File: config.mk
export PLATFORM = sky130hd
export DESIGN_NAME = srl_chain_stim
export DESIGN_NICKNAME = d
export VERILOG_FILES = /design/src/rtl/srl_chain_stim.sv
export SDC_FILE = /design/constraint.sdc
export NUM_CORES = 1
export LEC_CHECK = 0
export CAP_MARGIN = 10
export CORE_MARGIN = 2
export CORE_UTILIZATION = 50
export CTS_BUF_LIST = sky130_fd_sc_hd__clkbuf_8
export CTS_CLUSTER_DIAMETER = 150
export DETAILED_ROUTE_END_ITERATION = 7
export PLACE_DENSITY = 0.79
export SLEW_MARGIN = 20
export SYNTH_ARGS = -nofsm -noshare
export SYNTH_HDL_FRONTEND = slang
export SYNTH_SLANG_ARGS = --single-unit
File: constraint.sdc
create_clock -name CLK -period 3.8 [get_ports CLK]
set_input_delay 0.57 -clock CLK [delete_from_list [all_inputs] [get_ports CLK]]
set_output_delay 0.57 -clock CLK [all_outputs]
set_load 0.01 [all_outputs]
File: src/rtl/srl_chain_stim.sv
// Stimulus generator for a 4x SRLC32E cascade: LFSR fill, then a tap-address sweep.
// Optional macro SRL_STIM_SWEEP_SHIFT_EN adds one shift per address during the sweep.
module srl_chain_stim #(
  parameter logic [15:0] LFSR_SEED = 16'hACE1,
  parameter int unsigned FILL_LEN  = 128,
  parameter int unsigned DWELL     = 4
) (
  input  logic       CLK,
  input  logic       RST_N,
  input  logic       START,
  output logic       CE,
  output logic       D,
  output logic [4:0] A,
  output logic       BUSY,
  output logic       DONE,
  output logic [7:0] SHIFT_CNT
);

  typedef enum logic [1:0] {
    S_IDLE  = 2'd0,
    S_FILL  = 2'd1,
    S_SWEEP = 2'd2,
    S_FIN   = 2'd3
  } state_t;

  localparam logic [7:0] FILL_LAST  = 8'(FILL_LEN - 1);
  localparam logic [7:0] DWELL_LAST = 8'(DWELL - 1);

  state_t      r_state;
  state_t      w_state_nxt;
  logic [7:0]  r_cnt;
  logic [7:0]  w_cnt_nxt;
  logic [4:0]  w_a_nxt;
  logic        w_ce_nxt;
  logic        w_busy_nxt;
  logic        w_done_nxt;
  logic [15:0] r_lfsr;
  logic [15:0] w_lfsr_nxt;
  logic [7:0]  w_shift_base;
  logic [7:0]  w_shift_nxt;

  always_ff @(posedge CLK or negedge RST_N) begin
    if (!RST_N) begin
      r_state <= S_IDLE;
      r_cnt   <= '0;
    end else begin
      r_state <= w_state_nxt;
      r_cnt   <= w_cnt_nxt;
    end
  end

  always_comb begin
    w_state_nxt = r_state;
    w_cnt_nxt   = r_cnt;
    w_a_nxt     = A;
    case (r_state)
      S_IDLE: begin
        w_cnt_nxt = '0;
        w_a_nxt   = '0;
        if (START) begin
          w_state_nxt = S_FILL;
        end
      end
      S_FILL: begin
        w_a_nxt = '0;
        if (r_cnt == FILL_LAST) begin
          w_state_nxt = S_SWEEP;
          w_cnt_nxt   = '0;
        end else begin
          w_cnt_nxt = r_cnt + 8'd1;
        end
      end
      S_SWEEP: begin
        if (r_cnt == DWELL_LAST) begin
          w_cnt_nxt = '0;
          if (A == 5'd31) begin
            w_state_nxt = S_FIN;
            w_a_nxt     = '0;
          end else begin
            w_a_nxt = A + 5'd1;
          end
        end else begin
          w_cnt_nxt = r_cnt + 8'd1;
        end
      end
      S_FIN: begin
        w_state_nxt = S_IDLE;
        w_cnt_nxt   = '0;
        w_a_nxt     = '0;
      end
      default: begin
        w_state_nxt = S_IDLE;
        w_cnt_nxt   = '0;
        w_a_nxt     = '0;
      end
    endcase
  end

  // Outputs are decoded from the next state so their registers line up with the state register.
  always_comb begin
    w_busy_nxt = (w_state_nxt == S_FILL) || (w_state_nxt == S_SWEEP);
    w_done_nxt = (w_state_nxt == S_FIN);
`ifdef SRL_STIM_SWEEP_SHIFT_EN
    w_ce_nxt   = (w_state_nxt == S_FILL) ||
                 ((w_state_nxt == S_SWEEP) && (w_cnt_nxt == DWELL_LAST));
`else
    w_ce_nxt   = (w_state_nxt == S_FILL);
`endif
    // The LFSR steps at the end of every cycle in which CE was presented high.
    w_lfsr_nxt = CE ? {r_lfsr[0] ^ r_lfsr[2] ^ r_lfsr[3] ^ r_lfsr[5], r_lfsr[15:1]}
                    : r_lfsr;
    w_shift_base = ((r_state == S_IDLE) && START) ? '0 : SHIFT_CNT;
    w_shift_nxt  = w_shift_base;
    if (w_ce_nxt && (w_shift_base != '1)) begin
      w_shift_nxt = w_shift_base + 8'd1;
    end
  end

  always_ff @(posedge CLK or negedge RST_N) begin
    if (!RST_N) begin
      CE        <= 1'b0;
      D         <= 1'b0;
      A         <= '0;
      BUSY      <= 1'b0;
      DONE      <= 1'b0;
      SHIFT_CNT <= '0;
      r_lfsr    <= LFSR_SEED;
    end else begin
      CE        <= w_ce_nxt;
      D         <= w_ce_nxt & w_lfsr_nxt[0];
      A         <= w_a_nxt;
      BUSY      <= w_busy_nxt;
      DONE      <= w_done_nxt;
      SHIFT_CNT <= w_shift_nxt;
      r_lfsr    <= w_lfsr_nxt;
    end
  end

endmodule

==> reports/results.env <==
OUTCOME='complete, no violations'
GRT_MAX_DEGREE=44
CLKSINKCOUNT=43
PORT_BUFFERS=19
TIGHTESTPINTRANSITION_NS=0.881
ROUTE.FINAL.WIRE_LENGTH_UM=3440
WORST-SETUP-PATH-TYPE='register to register'
FIN_SKEW_NS=0.00728
POWER-PER-CELL-AREA_nW_PER_UM2=382
CTS-ROOT-BUF='clkbuf_8'
CTS_TREE='done'
CELLINTERNALPOWER_mW=0.721
DOMINANT_COMBINATIONAL_CELL_FAMILY_BY_AREA_AFTER_SYNTHESIS='simple AND/OR/NAND/NOR gates'
SYNTHMOSTINSTANTIATEDCELL='dfrtp_1'
WORST_R2R_PATH_DEPTH=9
SYNTH-WARNING-COUNT=0
P_SEQ_FRAC=0.518
TIMING_MAX_TRANSITION_VIOLATIONS_FINAL=0
HPWL_UM=2380
CLK_PWR_SHARE=0.471
TIMING.RR.END='SHIFT_CNT[7]$_DFF_PN0_'
SYNTH.LIB_CELLS_USED.DISTINCT=38
SYNTHDOMINANTCELLAREASHARE=0.450
CRITICAL_PATH_REQUIRED_NS=3.98
CLOCK.FMAX_MHz=307
SYN_AVG_CELL_AREA_SQ_UM=11.7
CTS_REPAIR_RESIZE_COUNT=0
R2R_SETUP_SLACK_NS=0.55
FLOORPLAN.DIE.WIDTH_UM=66.4
GLOBAL_ROUTE.USAGE.TOTAL=0.184
DP_CELLS=231
SYNTH_SIMPLE_GATE_AREA_FRAC=0.161
FIRST_PASS_GRT_WIRE_LENGTH_UM=5980
PLACEMENT_ROWS=22
CRITPATHCAPTURETYPE='register'
FINALWEIGHTEDCONGESTION=0.874
MIN_PATH_TYPE='input pin to async pin'
POST-PLACE-WS_NS=0.602
FP.DIEAREA_SQ_UM=4410
INSERTEDDIODECOUNT=0
CRITPATHLAUNCHTYPE='register'
ANTENNA_VIOLATING_NETS_POST_ROUTE=0
SETUP_WS_NS=0.547
SYNTHTOPCELLSBYAREA='dfrtp_1, dfstp_2, mux2_2, ha_1, nor2_1'
DRTITER0DRC=49
POSTSYNTHNETCOUNT=176
MIN_PERIOD_OVER_PERIOD=0.856
DRIVE_GT1_FRAC=0.188
POST_CTS_HOLD_BUFFER_COUNT=0
CLK_PIN_SLEW_NS=0.08
FINAL_DESIGN_AREA_NO_FILL_SQ_UM=2310
HOLD_VIOL_FINAL=0
TIMING.MAX_SLEW.REL_SLACK=0.413
CLOCK_INSERTION_DELAY_WORST_SKEW_NS=0.30
ROUTE.DETAILED.DRC=0
CAP_VIOLATIONS=0
COMB_POWER_SHARE=0.012
POWER_SWITCHING_SHARE=0.184
CP-STARTPOINT='r_cnt[0]$_DFF_PN0_'
AREA_DELTA_SYNTH_FINAL_PCT=18.8
FIN_NETS=199
CTS_BUFFER_DEPTH=2
SYNTH-EDFF-COUNT=0
SETUP_VIOL=0
NUMCTSBUFFERS=5
MAX-VDD-IR-DROP_uV=303
SYNTHFLOPTYPE='dfrtp_1'
DIE_H_UM=66.4
NUMBER_OF_ANTENNA_VIOLATIONS_AT_THE_FIRST_CHECK_IN_GLOBAL_ROUTING=0
COREAREA_SQ_UM=3690
ASR_FLOP_RATIO_SYNTH=1.00
DRT-VIAS-PER-INSTANCE=5.57
CTS-HTREE-LEVELS=2
SYNTH_COMPOUND_AREA_FRAC=0.0669
FINAL.SETUP.TNS_NS=0
FIRST_GLOBAL_VIAS=1370
FINALCOREUTILIZATION=0.627
WORST-PATH-MAX-FANOUT=10
PLACE_AREA_SQ_UM=2180
POWER_LEAKAGE_nW=1.03
INITIAL_CORE_UTIL=0.527
NETLIST_TOP_CELLS_COUNT='dfrtp_1, mux2_2, nor2_1'
WP_DATA_ARRIVAL_NS=3.43
SHARE_OF_SYNTHESIZED_AREA_SPENT_ON_MULTIPLEXERS=0.108
SYNTH_SEQUENTIAL_AREA_RATIO=0.558
CRITICAL_PATH.REG2REG.STARTPOINT='r_cnt[0]$_DFF_PN0_'
SYNTH_CELLS=167
SYNTH_TOP_AREA_CELL='dfrtp_1'
SYN_AREA_SQ_UM=1950
GRT_SETUP_UNREPAIRED='false'
SYNTHADDERAREAFRAC=0.0386
POSTCTSSETUPBUFFERS=0
VIAS=1331
GRT_OVERFLOW=0
YS_SEQ_ELEMENTS=43
DRT-PASS1-ITER-COUNT=4
STDCELL_COUNT=239
FLOORPLAN.IO_PINS=20
YOSYS.AREA_SHARE.XOR_XNOR=0.0495
WL_PER_CELL_UM=14.4
MIN_PERIOD_NS=3.25
SWITCHING_POWER_mW=0.163
[sequential cells by signal, indices dropped and copies added (netlist names)]
register / count
r_lfsr: 16
SHIFT_CNT: 8
r_cnt: 8
A: 5
r_state: 2
BUSY: 1
CE: 1
D: 1
DONE: 1
[critical path: stages, from the launching register on]
cell and delay [ns]:
dfrtp_1 0.37, ha_1 0.25, or4b_1 0.47, or2_1 0.38, a2bb2oi_1 0.18, o21ai_0 0.31, ha_1 0.35, and4_1 0.25
nand4_1 0.18, o311a_1 0.40
[how the worst max path moves through the flow]
stage                                   to  slack, ns
floorplan           SHIFT_CNT[7]$_DFF_PN0_       0.90
global route        SHIFT_CNT[7]$_DFF_PN0_       0.27
finish              SHIFT_CNT[7]$_DFF_PN0_       0.55
detailed placement  SHIFT_CNT[7]$_DFF_PN0_       0.60
CTS                 SHIFT_CNT[7]$_DFF_PN0_       0.55
global placement    SHIFT_CNT[7]$_DFF_PN0_       0.72
[stage by stage]
stage          total power, mW  hold slack [ns]
2_1_floorplan            0.467            0.274
3_3_place_gp             0.477            0.435
3_5_place_dp             0.477            0.464
4_1_cts                  0.894            0.411
5_1_grt                  0.920            0.451
6_report                 0.884            0.386
[per-layer routing]
| metal | wire [um] | track usage |
|---|---|---|
| met1 | 1470 | 0.205 |
| met2 | 1720 | 0.305 |
| met3 | 163 | 0.0647 |
| met4 | 80 | 0.0995 |
| met5 | 0 | 0 |
[cell usage in the layout (no fill, tap or decap), types with 5 or more instances in the layout]
cell             count
o21ai_0              5
nor2_1              16
mux2_2              16
a21oi_1              7
ha_1                 6
nand3_1              5
dfstp_2              8
nand2_1             11
xor2_1               6
xnor2_1              5
clkdlybuf4s50_1     18
dfrtp_1             35
clkbuf_8             5
[power by group through the flow]
stage	Sequential [mW]	Combinational (mW)	Clock (mW)
floorplan	0.466	0.000525	0
global placement	0.466	0.0108	0
detailed placement	0.466	0.0109	0
CTS	0.458	0.0110	0.426
global route	0.458	0.0123	0.450
finish	0.458	0.0102	0.416
[final cells by class]
cell class              count  area, sq um
flip-flops and latches     43         1090
repair buffers             20          193
clock inverters             3         67.6
inverters                   3         11.3
fillers                   290         1380
clock buffers               5         68.8
well taps                  48         60.1
multi-input cells         117          826
[cells by family after synthesis]
family / count (synthesis)
compound gates: 21
xor+xnor: 11
fa+ha+maj: 6
buf+inv: 7
flops: 43
mux: 19
simple gates: 60
Power figures use the tool's default switching activity.
